### src/rtl/demux1x2_pkg.sv
// Shared definitions for the two-way streaming demultiplexer: buffer depth,
// occupancy encoding and the occupancy update helper.
package demux1x2_pkg;

  localparam int DEPTH = 2;

  typedef logic [1:0] occ_t;

  localparam occ_t OCC_EMPTY = 2'd0;
  localparam occ_t OCC_ONE   = 2'd1;
  localparam occ_t OCC_FULL  = occ_t'(DEPTH);

  // Push and pop together leave the count unchanged.
  function automatic occ_t next_occ(input occ_t occ, input logic push, input logic pop);
    occ_t nxt;
    case ({push, pop})
      2'b10:   nxt = occ + 2'd1;
      2'b01:   nxt = occ - 2'd1;
      default: nxt = occ;
    endcase
    return nxt;
  endfunction

endpackage

### src/rtl/demux_chan_buf.sv
// One output channel of the demultiplexer: a 2-entry FIFO whose head word
// drives the channel output and whose valid flag means "non-empty".
module demux_chan_buf
  import demux1x2_pkg::*;
#(
  parameter int W = 8
) (
  input  logic         clk,
  input  logic         rst,
  input  logic         push,
  input  logic [W-1:0] din,
  input  logic         ready,
  output logic         valid,
  output logic [W-1:0] head,
  output occ_t         occ
);

  logic [W-1:0] head_r;
  logic [W-1:0] tail_r;
  occ_t         occ_r;
  logic         push_ok_s;
  logic         pop_s;

  assign valid     = (occ_r != OCC_EMPTY);
  assign head      = head_r;
  assign occ       = occ_r;
  assign pop_s     = valid && ready;
  assign push_ok_s = push && (occ_r != OCC_FULL);

  // Storage and occupancy; head_r keeps its last word once the buffer drains.
  always_ff @(posedge clk or posedge rst) begin
    if (rst) begin
      head_r <= '0;
      tail_r <= '0;
      occ_r  <= OCC_EMPTY;
    end else begin
      occ_r <= next_occ(occ_r, push_ok_s, pop_s);
      case ({push_ok_s, pop_s})
        2'b10: begin
          if (occ_r == OCC_EMPTY) begin
            head_r <= din;
          end else begin
            tail_r <= din;
          end
        end
        2'b01: begin
          if (occ_r == OCC_FULL) begin
            head_r <= tail_r;
          end else begin
            head_r <= head_r;
          end
        end
        2'b11: begin
          head_r <= din;
        end
        default: begin
          head_r <= head_r;
          tail_r <= tail_r;
        end
      endcase
    end
  end

endmodule

### src/rtl/demux1x2_stream.sv
// Two-way streaming demultiplexer: routes each accepted word to channel 0 or 1
// by its select bit. Define DEMUX1X2_STATS_EN to add per-channel delivery counters.
module demux1x2_stream
  import demux1x2_pkg::*;
#(
  parameter int W  = 8,
  parameter int CW = 16
) (
  input  logic          clk,
  input  logic          rst,
  input  logic [W-1:0]  a,
  input  logic          s,
  input  logic          in_valid,
  output logic          in_ready,
  output logic [W-1:0]  y0,
  output logic          y0_valid,
  input  logic          y0_ready,
  output logic [W-1:0]  y1,
  output logic          y1_valid,
  input  logic          y1_ready
`ifdef DEMUX1X2_STATS_EN
  ,
  output logic [CW-1:0] cnt0,
  output logic [CW-1:0] cnt1
`endif
);

  if (CW < 1) begin : g_cw_bad
    $error("demux1x2_stream: CW must be at least 1");
  end

  occ_t occ0;
  occ_t occ1;
  logic push0_s;
  logic push1_s;

  // Acceptance depends only on the selected channel's registered occupancy.
  always_comb begin
    in_ready = 1'b0;
    if (s) begin
      in_ready = (occ1 != OCC_FULL);
    end else begin
      in_ready = (occ0 != OCC_FULL);
    end
  end

  assign push0_s = in_valid && in_ready && !s;
  assign push1_s = in_valid && in_ready &&  s;

  demux_chan_buf #(.W(W)) u_chan0 (
    .clk   (clk),
    .rst   (rst),
    .push  (push0_s),
    .din   (a),
    .ready (y0_ready),
    .valid (y0_valid),
    .head  (y0),
    .occ   (occ0)
  );

  demux_chan_buf #(.W(W)) u_chan1 (
    .clk   (clk),
    .rst   (rst),
    .push  (push1_s),
    .din   (a),
    .ready (y1_ready),
    .valid (y1_valid),
    .head  (y1),
    .occ   (occ1)
  );

`ifdef DEMUX1X2_STATS_EN
  // Delivered-word counters, wrapping, cleared only by reset.
  always_ff @(posedge clk or posedge rst) begin
    if (rst) begin
      cnt0 <= '0;
      cnt1 <= '0;
    end else begin
      if (y0_valid && y0_ready) begin
        cnt0 <= cnt0 + CW'(1);
      end else begin
        cnt0 <= cnt0;
      end
      if (y1_valid && y1_ready) begin
        cnt1 <= cnt1 + CW'(1);
      end else begin
        cnt1 <= cnt1;
      end
    end
  end
`endif

endmodule

### config.mk
export PLATFORM = sky130hd
export DESIGN_NAME = demux1x2_stream
export DESIGN_NICKNAME = d
export VERILOG_FILES = /design/src/rtl/demux1x2_pkg.sv /design/src/rtl/demux_chan_buf.sv /design/src/rtl/demux1x2_stream.sv
export SDC_FILE = /design/constraint.sdc
export NUM_CORES = 1
export LEC_CHECK = 0
export CORE_AREA = 2 2 105 56
export CTS_BUF_LIST = sky130_fd_sc_hd__clkbuf_2
export CTS_CLUSTER_SIZE = 30
export DETAILED_ROUTE_END_ITERATION = 6
export DIE_AREA = 0 0 107 58
export GPL_TIMING_DRIVEN = 1
export PLACE_DENSITY = 0.63
export SLEW_MARGIN = 40
export SYNTH_ARGS = -nofsm -noshare
export SYNTH_HDL_FRONTEND = slang
export SYNTH_SLANG_ARGS = --single-unit
### constraint.sdc
create_clock -name clk -period 3.6 [get_ports clk]
set_clock_uncertainty 0.1 [all_clocks]
set_input_delay 0.54 -clock clk [delete_from_list [all_inputs] [get_ports clk]]
set_output_delay 0.54 -clock clk [all_outputs]
set_load 0.02 [all_outputs]
==> impl_metrics.xml, run 1 <==
<?xml version="1.0" encoding="UTF-8"?>
<metrics>
  <group name="run_status">
    <metric name="outcome" unit="">finished clean</metric>
  </group>
  <group name="cells_and_area">
    <metric name="layout-drive-gt1-share" unit="%">40.74</metric>
    <metric name="area_delta_synth_final" unit="%">23.93</metric>
    <metric name="antennaDiodeCount" unit="">0</metric>
    <metric name="layout_commonest_cell" unit="">sky130_fd_sc_hd__mux2_2</metric>
    <metric name="layout.filler_cells" unit="">502</metric>
    <metric name="layout.nets" unit="">181</metric>
    <metric name="commonest_cells_after_routing_fill_and_taps_aside" unit="">41 x sky130_fd_sc_hd__mux2_2, 36 x sky130_fd_sc_hd__dfrtp_1, 32 x sky130_fd_sc_hd__clkdlybuf4s50_1, 8 x sky130_fd_sc_hd__mux2_4, 7 x sky130_fd_sc_hd__clkbuf_2</metric>
  </group>
  <group name="clock_tree">
    <metric name="tritoncts.num_buffers" unit="">5</metric>
    <metric name="clkTransAtPathRegs" unit="ns">0.19</metric>
    <metric name="cts.sink_count" unit="">36</metric>
    <metric name="clk_path_buf_depth" unit="">2</metric>
    <metric name="insertion_delay" unit="ns">0.37</metric>
    <metric name="tritoncts" unit="">built</metric>
    <metric name="post_cts_buffers" unit="">0</metric>
    <metric name="cts.htree.levels" unit="">2</metric>
    <metric name="postCtsHoldBufs" unit="">0</metric>
    <metric name="postCtsResizedCells" unit="">0</metric>
    <metric name="clock-root-buffer" unit="">sky130_fd_sc_hd__clkbuf_2</metric>
  </group>
  <group name="timing">
    <metric name="rsz0062_at_grt" unit="">no</metric>
    <metric name="setup_viol" unit="">0</metric>
    <metric name="final.min_clock_period" unit="ns">2.690</metric>
    <metric name="drv_slew" unit="">0</metric>
    <metric name="worst_slack" unit="ns">0.9097</metric>
    <metric name="finalCritPeriodShare" unit="%">74.73</metric>
    <metric name="slew_headroom" unit="%">67.47</metric>
    <metric name="setup_tns" unit="ns">0</metric>
    <metric name="clock.fmax" unit="GHz">0.3717</metric>
    <metric name="report.final.hold_viol_count" unit="">0</metric>
    <metric name="worst-slew-pin-transition" unit="ns">0.4879</metric>
  </group>
  <group name="synthesis">
    <metric name="netlist_area_before_placement" unit="mm²">0.001814</metric>
    <metric name="post_synth_inst_count" unit="">124</metric>
    <metric name="synth_seq_area_share" unit="%">49.66</metric>
    <metric name="synth_nets" unit="">144</metric>
    <metric name="synth.lib_cells_used.distinct" unit="">23</metric>
    <metric name="syn-mean-instance-area" unit="µm²">14.63</metric>
    <metric name="yosys_warnings" unit="">0</metric>
    <metric name="synth-seq-cells" unit="">36</metric>
  </group>
  <group name="critical_path">
    <metric name="reg2reg_to" unit="">u_chan0.head[1]</metric>
    <metric name="worstRegToRegCells" unit="">6</metric>
    <metric name="worstPathMaxFanout" unit="">6</metric>
    <metric name="cp-start-kind" unit="">register</metric>
    <metric name="critical_path_required" unit="ns">2.96</metric>
    <metric name="rr_startpoint" unit="">u_chan0.occ[0]</metric>
    <metric name="critPathKind" unit="">reg2out</metric>
    <metric name="cp-end-kind" unit="">primary output</metric>
    <metric name="flop_to_flop_setup_slack" unit="ns">1.00</metric>
    <metric name="worst_ep_arrival_time" unit="ns">2.05</metric>
  </group>
  <group name="floorplan">
    <metric name="die_area" unit="mm²">0.006206</metric>
    <metric name="die_height" unit="µm">58</metric>
    <metric name="num_io_pins" unit="">33</metric>
    <metric name="core" unit="mm²">0.005301</metric>
    <metric name="initial_core_util" unit="%">34.22</metric>
    <metric name="die_w" unit="µm">107</metric>
    <metric name="floorplan.rows" unit="">19</metric>
  </group>
  <group name="drt">
    <metric name="route.detailed.wl_per_inst" unit="µm">13.75</metric>
    <metric name="drtPass1Iterations" unit="">4</metric>
    <metric name="vias_per_cell" unit="">4.536</metric>
    <metric name="vias" unit="">1066</metric>
    <metric name="final_antenna_net_count" unit="">0</metric>
    <metric name="finalWirelength" unit="mm">3.231</metric>
    <metric name="remaining_drc_errors" unit="">0</metric>
    <metric name="drt_iter0_markers" unit="">14</metric>
  </group>
  <group name="worst_hold_path">
    <metric name="min-delay-start" unit="">u_chan1.tail_r[2]</metric>
    <metric name="worst_hold_path.endpoint" unit="">u_chan1.tail_r[2]</metric>
    <metric name="hold_path_cells" unit="">1</metric>
    <metric name="holdCritPathClass" unit="">reg2reg</metric>
  </group>
  <group name="flow_run">
    <metric name="drv.max_cap_violation_count" unit="">0</metric>
  </group>
  <group name="power">
    <metric name="static_leakage_power" unit="nW">0.9810</metric>
    <metric name="swShare" unit="%">35.46</metric>
    <metric name="power_frac_seq" unit="%">37.8</metric>
    <metric name="power.switching" unit="W">0.0007004</metric>
    <metric name="clockPowerShare" unit="%">9.1</metric>
    <metric name="power.share.combinational" unit="%">53.1</metric>
    <metric name="vdd_ir_drop_max" unit="V">0.0003239</metric>
    <metric name="pwr_density_cell" unit="mW/mm²">878.4</metric>
    <metric name="cell_internal_power" unit="W">0.001275</metric>
  </group>
  <group name="placement">
    <metric name="dp_hpwl" unit="mm">2.418</metric>
    <metric name="buffer_ports.inserted" unit="">32</metric>
    <metric name="preCtsSetupSlack" unit="ns">0.7631</metric>
    <metric name="placer_congestion_estimate" unit="">0.7382</metric>
  </group>
  <group name="global_routing">
    <metric name="grt-ovfl-total" unit="">0</metric>
    <metric name="vias_in_the_first_global_route" unit="">1143</metric>
    <metric name="grt_start_max_net_pins" unit="">37</metric>
    <metric name="global_route.usage.total" unit="%">11.92</metric>
    <metric name="first_pass_grt_wire_length" unit="mm">5.582</metric>
    <metric name="initial_antenna_violation_count" unit="">0</metric>
  </group>
</metrics>
==> critical path: stages, from the launching register on <==
cell and delay (ns):
sky130_fd_sc_hd__dfrtp_1 0.53, sky130_fd_sc_hd__or2b_2 0.35, sky130_fd_sc_hd__mux2_2 0.27, sky130_fd_sc_hd__clkdlybuf4s50_1 0.54
==> stage by stage <==
| stage | util, % | total power, W | std cells | hold slack [ns] | cell area [µm²] |
|---|---|---|---|---|---|
| 6_report | 42.41 | 0.001975 | 235 | 0.4234 | 2248 |
| 2_1_floorplan | - | 0.001486 | 124 | 0.3736 | 1814 |
| 3_3_place_gp | 41.68 | 0.001787 | 227 | 0.3820 | 2210 |
| 5_1_grt | 42.41 | 0.002123 | 235 | 0.4417 | 2248 |
| 3_5_place_dp | 41.68 | 0.001823 | 227 | 0.3912 | 2210 |
| 4_1_cts | 42.41 | 0.002010 | 235 | 0.4289 | 2248 |
==> power by group through the flow <==
stage	Combinational, W	Clock (W)	Sequential, W
after floorplan	0.000654	0	0.000832
final	0.00105	0.000179	0.000747
after CTS	0.00107	0.000192	0.000751
after global placement	0.00104	0	0.000748
after detailed placement	0.00106	0	0.000761
after global routing	0.00113	0.000214	0.000780
==> routing by layer <==
layer | vias up | track usage [%] | share of wire (%)
met5 | - | 0 | 0
met4 | 0 | 4.453 | 1.0
met3 | 4 | 4.274 | 5.8
met2 | 25 | 17.29 | 43
met1 | 536 | 16.47 | 50
li1 | 501 | - | -
==> cell families after synthesis <==
| group | Yosys count | share of synthesized area [%] |
|---|---|---|
| simple gates | 15 | 5.655 |
| fa+ha+maj | 6 | 4.138 |
| mux | 50 | 32.62 |
| xor+xnor | 6 | 2.897 |
| flops | 36 | 49.65 |
| buf+inv | 8 | 2.345 |
| compound gates | 3 | 2.690 |
==> cell type report <==
cell class | instances | area [µm²] | share of cell area (%)
clock buffer | 7 | 35.03 | 1.558
tap | 73 | 91.34 | 4.062
clock inverter | 1 | 3.754 | 0.1669
timing repair buffer | 33 | 327.8 | 14.58
sequential | 36 | 900.9 | 40.07
inverter | 5 | 18.77 | 0.8347
multi-input combinational | 80 | 870.8 | 38.73
==> cell usage after synthesis <==
master | number | share of area, %
sky130_fd_sc_hd__nand2b_1 | 1 | 0.35
sky130_fd_sc_hd__buf_6 | 1 | 0.62
sky130_fd_sc_hd__nand2_2 | 1 | 0.35
sky130_fd_sc_hd__nor4b_4 | 1 | 1.3
sky130_fd_sc_hd__mux2_2 | 41 | 25
sky130_fd_sc_hd__nor2_1 | 2 | 0.41
sky130_fd_sc_hd__nand3b_1 | 1 | 0.41
sky130_fd_sc_hd__inv_1 | 5 | 1.0
sky130_fd_sc_hd__or2_2 | 2 | 0.69
sky130_fd_sc_hd__xor2_1 | 4 | 1.9
sky130_fd_sc_hd__xnor2_1 | 2 | 0.97
sky130_fd_sc_hd__nor3_2 | 1 | 0.55
sky130_fd_sc_hd__mux2_4 | 8 | 6.6
sky130_fd_sc_hd__or2b_2 | 1 | 0.48
sky130_fd_sc_hd__ha_1 | 6 | 4.1
sky130_fd_sc_hd__mux2i_1 | 1 | 0.55
sky130_fd_sc_hd__a21oi_4 | 2 | 1.8
sky130_fd_sc_hd__nand2_1 | 4 | 0.83
sky130_fd_sc_hd__buf_4 | 1 | 0.41
sky130_fd_sc_hd__dfrtp_1 | 36 | 50
sky130_fd_sc_hd__nand3_1 | 1 | 0.28
sky130_fd_sc_hd__buf_2 | 1 | 0.28
sky130_fd_sc_hd__o21ai_4 | 1 | 0.90
==> sequential cells by signal, indices dropped and copies added, names as in the netlist <==
| register | cells |
|---|---|
| u_chan0.occ | 2 |
| u_chan1.occ | 2 |
| u_chan1.tail_r | 8 |
| u_chan0.head | 8 |
| u_chan0.tail_r | 8 |
| u_chan1.head | 8 |
==> worst max-delay path by stage <==
stage,from,endpoint,slack [ns],depth (start not counted)
finish,u_chan0.occ[0],in_ready,0.91,3
global route,u_chan0.occ[0],in_ready,0.79,3
CTS,u_chan0.occ[0],in_ready,0.87,3
detailed placement,s,u_chan0.head[2],0.76,6
global placement,s,u_chan0.head[1],0.78,6
floorplan,u_chan0.occ[0],u_chan0.head[0],1.38,7
(Power assumes the default switching activity.)
==> run 2: changes to the inputs <==
--- a/config.mk
+++ b/config.mk
@@ -11,7 +11,7 @@
 export DETAILED_ROUTE_END_ITERATION = 6
 export DIE_AREA = 0 0 107 58
 export GPL_TIMING_DRIVEN = 1
-export PLACE_DENSITY = 0.63
+export PLACE_DENSITY = 0.65
 export SLEW_MARGIN = 40
 export SYNTH_ARGS = -nofsm -noshare
 export SYNTH_HDL_FRONTEND = slang
==> constraint.sdc (replaced) <==
create_clock -name clk -period 2.4 [get_ports clk]
set_clock_uncertainty 0.1 [all_clocks]
set_input_delay 0.36 -clock clk [delete_from_list [all_inputs] [get_ports clk]]
set_output_delay 0.36 -clock clk [all_outputs]
set_load 0.02 [all_outputs]
==> run 2 against run 1 <==
Clock-buffer cell count down 1. Combinational power up 64%. Clock power up 120%. Sequential power up 46%. Sequential share of layout area down 1.7 points. Wire length up 5.5%. Largest power group unchanged. Die area unchanged. Register-to-register slack worse by 0.84 ns. Hold slack worse by 0.16 ns.
==> impl_metrics.xml, run 2 (synthesis gave the netlist of run 1 again) <==
<?xml version="1.0" encoding="UTF-8"?>
<metrics>
  <group name="floorplan">
    <metric name="die_w" unit="µm">107</metric>
    <metric name="core" unit="mm²">0.005301</metric>
    <metric name="die_height" unit="µm">58</metric>
    <metric name="die_area" unit="mm²">0.006206</metric>
    <metric name="initial_core_util" unit="%">34.22</metric>
    <metric name="floorplan.rows" unit="">19</metric>
    <metric name="num_io_pins" unit="">33</metric>
  </group>
  <group name="cells_and_area">
    <metric name="final_cell_area" unit="mm²">0.002349</metric>
    <metric name="commonest_cells_after_routing_fill_and_taps_aside" unit="">41 x sky130_fd_sc_hd__mux2_2, 35 x sky130_fd_sc_hd__dfrtp_1, 31 x sky130_fd_sc_hd__clkdlybuf4s50_1, 8 x sky130_fd_sc_hd__mux2_4</metric>
    <metric name="finish.cell_count_without_fillers" unit="">241</metric>
    <metric name="fin_util" unit="%">44.30</metric>
    <metric name="layout.nets" unit="">187</metric>
    <metric name="layout.filler_cells" unit="">472</metric>
    <metric name="layout_commonest_cell" unit="">sky130_fd_sc_hd__mux2_2</metric>
    <metric name="layout-drive-gt1-share" unit="%">44.05</metric>
    <metric name="area_delta_synth_final" unit="%">29.45</metric>
    <metric name="antennaDiodeCount" unit="">0</metric>
  </group>
  <group name="flow_run">
    <metric name="drv.max_cap_violation_count" unit="">0</metric>
  </group>
  <group name="global_routing">
    <metric name="vias_in_the_first_global_route" unit="">1247</metric>
    <metric name="grt_start_max_net_pins" unit="">37</metric>
    <metric name="first_pass_grt_wire_length" unit="mm">6.051</metric>
    <metric name="grt-ovfl-total" unit="">0</metric>
    <metric name="global_route.usage.total" unit="%">12.82</metric>
    <metric name="initial_antenna_violation_count" unit="">0</metric>
  </group>
  <group name="placement">
    <metric name="preCtsSetupSlack" unit="ns">-0.02425</metric>
    <metric name="buffer_ports.inserted" unit="">32</metric>
    <metric name="placed_cells_incl_taps" unit="">231</metric>
    <metric name="placer_congestion_estimate" unit="">0.7315</metric>
    <metric name="dp_hpwl" unit="mm">2.493</metric>
    <metric name="dpl-instance-area" unit="mm²">0.002252</metric>
  </group>
  <group name="drt">
    <metric name="drtPass1Iterations" unit="">4</metric>
    <metric name="vias_per_cell" unit="">4.452</metric>
    <metric name="vias" unit="">1073</metric>
    <metric name="drt_iter0_markers" unit="">20</metric>
    <metric name="remaining_drc_errors" unit="">0</metric>
    <metric name="final_antenna_net_count" unit="">0</metric>
    <metric name="finalWirelength" unit="mm">3.410</metric>
    <metric name="route.detailed.wl_per_inst" unit="µm">14.15</metric>
  </group>
  <group name="timing">
    <metric name="clock.fmax" unit="GHz">0.4461</metric>
    <metric name="report.final.hold_viol_count" unit="">0</metric>
    <metric name="setup_tns" unit="ns">0</metric>
    <metric name="rsz0062_at_grt" unit="">no</metric>
    <metric name="drv_slew" unit="">0</metric>
    <metric name="worst-slew-pin-transition" unit="ns">0.4703</metric>
    <metric name="slew_headroom" unit="%">68.65</metric>
    <metric name="setup_viol" unit="">0</metric>
    <metric name="finalCritPeriodShare" unit="%">93.40</metric>
    <metric name="worst_slack" unit="ns">0.1584</metric>
    <metric name="final.min_clock_period" unit="ns">2.242</metric>
  </group>
  <group name="clock_tree">
    <metric name="cts.sink_count" unit="">36</metric>
    <metric name="clk_path_buf_depth" unit="">2</metric>
    <metric name="cts.htree.levels" unit="">2</metric>
    <metric name="postCtsHoldBufs" unit="">0</metric>
    <metric name="clkTransAtPathRegs" unit="ns">0.20</metric>
    <metric name="tritoncts" unit="">built</metric>
    <metric name="tritoncts.num_buffers" unit="">5</metric>
    <metric name="insertion_delay" unit="ns">0.37</metric>
    <metric name="clock-root-buffer" unit="">sky130_fd_sc_hd__clkbuf_2</metric>
  </group>
  <group name="critical_path">
    <metric name="cp-end-kind" unit="">primary output</metric>
    <metric name="worstPathMaxFanout" unit="">4</metric>
    <metric name="critical_path_required" unit="ns">1.94</metric>
    <metric name="cp-start-kind" unit="">register</metric>
    <metric name="critPathKind" unit="">reg2out</metric>
    <metric name="worst_ep_arrival_time" unit="ns">1.78</metric>
    <metric name="worstRegToRegCells" unit="">8</metric>
  </group>
  <group name="power">
    <metric name="pwr_density_cell" unit="mW/mm²">1361</metric>
    <metric name="vdd_ir_drop_max" unit="V">0.0006061</metric>
    <metric name="static_leakage_power" unit="nW">1.034</metric>
  </group>
  <group name="run_status">
    <metric name="outcome" unit="">finished clean</metric>
  </group>
  <group name="worst_hold_path">
    <metric name="holdCritPathClass" unit="">in2async</metric>
  </group>
</metrics>
## run 2: cell types whose count changed in the layout (fill, tap and decap cells not counted), sizes merged
cell,before,now
bufinv,0,1
clkdlybuf4s50,32,31
clkbuf,7,6
dlymetal6s2s,0,1
buf,1,7
## run 2: area by class of cell
| type | count | area, µm² | share of cell area (%) |
|---|---|---|---|
| clock buffer | 6 | 30.03 | 1.279 |
| sequential | 36 | 902.1 | 38.41 |
| clock inverter | 2 | 35.03 | 1.492 |
| tap | 73 | 91.34 | 3.889 |
| inverter | 5 | 18.77 | 0.7991 |
| timing repair buffer | 39 | 400.4 | 17.05 |
| multi-input combinational | 80 | 870.8 | 37.08 |
## run 2: report_power, final
part	leakage, nW	switching [W]	internal (W)
logic	0.565	0.000723	0.000995
registers	0.427	0.000168	0.000922
clock network	0.0430	0.000208	0.000180
## run 2: path summary, 6_finish.rpt
check / to / slack (ns) / startpoint
max: y0_valid / 0.16 / u_chan0.occ[1]
min: u_chan1.tail_r[5] / 0.27 / rst
max reg2reg: u_chan0.head[5] / 0.16 / u_chan0.occ[0]
min reg2reg: u_chan0.tail_r[4] / 0.43 / u_chan0.tail_r[4]
max in group asynchronous: u_chan1.occ[0] / 1.59 / rst
min in group clk: u_chan0.tail_r[4] / 0.43 / u_chan0.tail_r[4]
## run 2: metal layers
| metal | GRT usage [%] | vias up | part of all wire, % |
|---|---|---|---|
| li1 | - | 515 | - |
| met1 | 17.38 | 533 | 50 |
| met2 | 19.93 | 23 | 45 |
| met3 | 4.387 | 2 | 4.3 |
| met4 | 3.340 | 0 | 0.29 |
| met5 | 0 | - | 0 |
## run 2: timing repair
| item | in CTS | in global routing |
|---|---|---|
| endpoints found under the setup margin | 1 | 2 |
| gates resized for setup | 1 | 1 |
| pin swaps | 0 | 1 |
| endpoints found under the hold margin | 0 | 0 |
| buffers inserted | 1 | 1 |
## run 2: critical path, cell delays in order (launching register included)
cell                              delay (ns)
sky130_fd_sc_hd__dfrtp_2                0.44
sky130_fd_sc_hd__buf_4                  0.15
sky130_fd_sc_hd__or2_2                  0.28
sky130_fd_sc_hd__clkdlybuf4s50_1        0.54
## run 2: per-stage QoR
step	hold slack, ns	total power (W)
3_3_place_gp	0.3833	0.002726
4_1_cts	0.2630	0.003195
2_1_floorplan	0.3736	0.002229
6_report	0.2674	0.003197
3_5_place_dp	0.3892	0.002786
5_1_grt	0.2852	0.003434
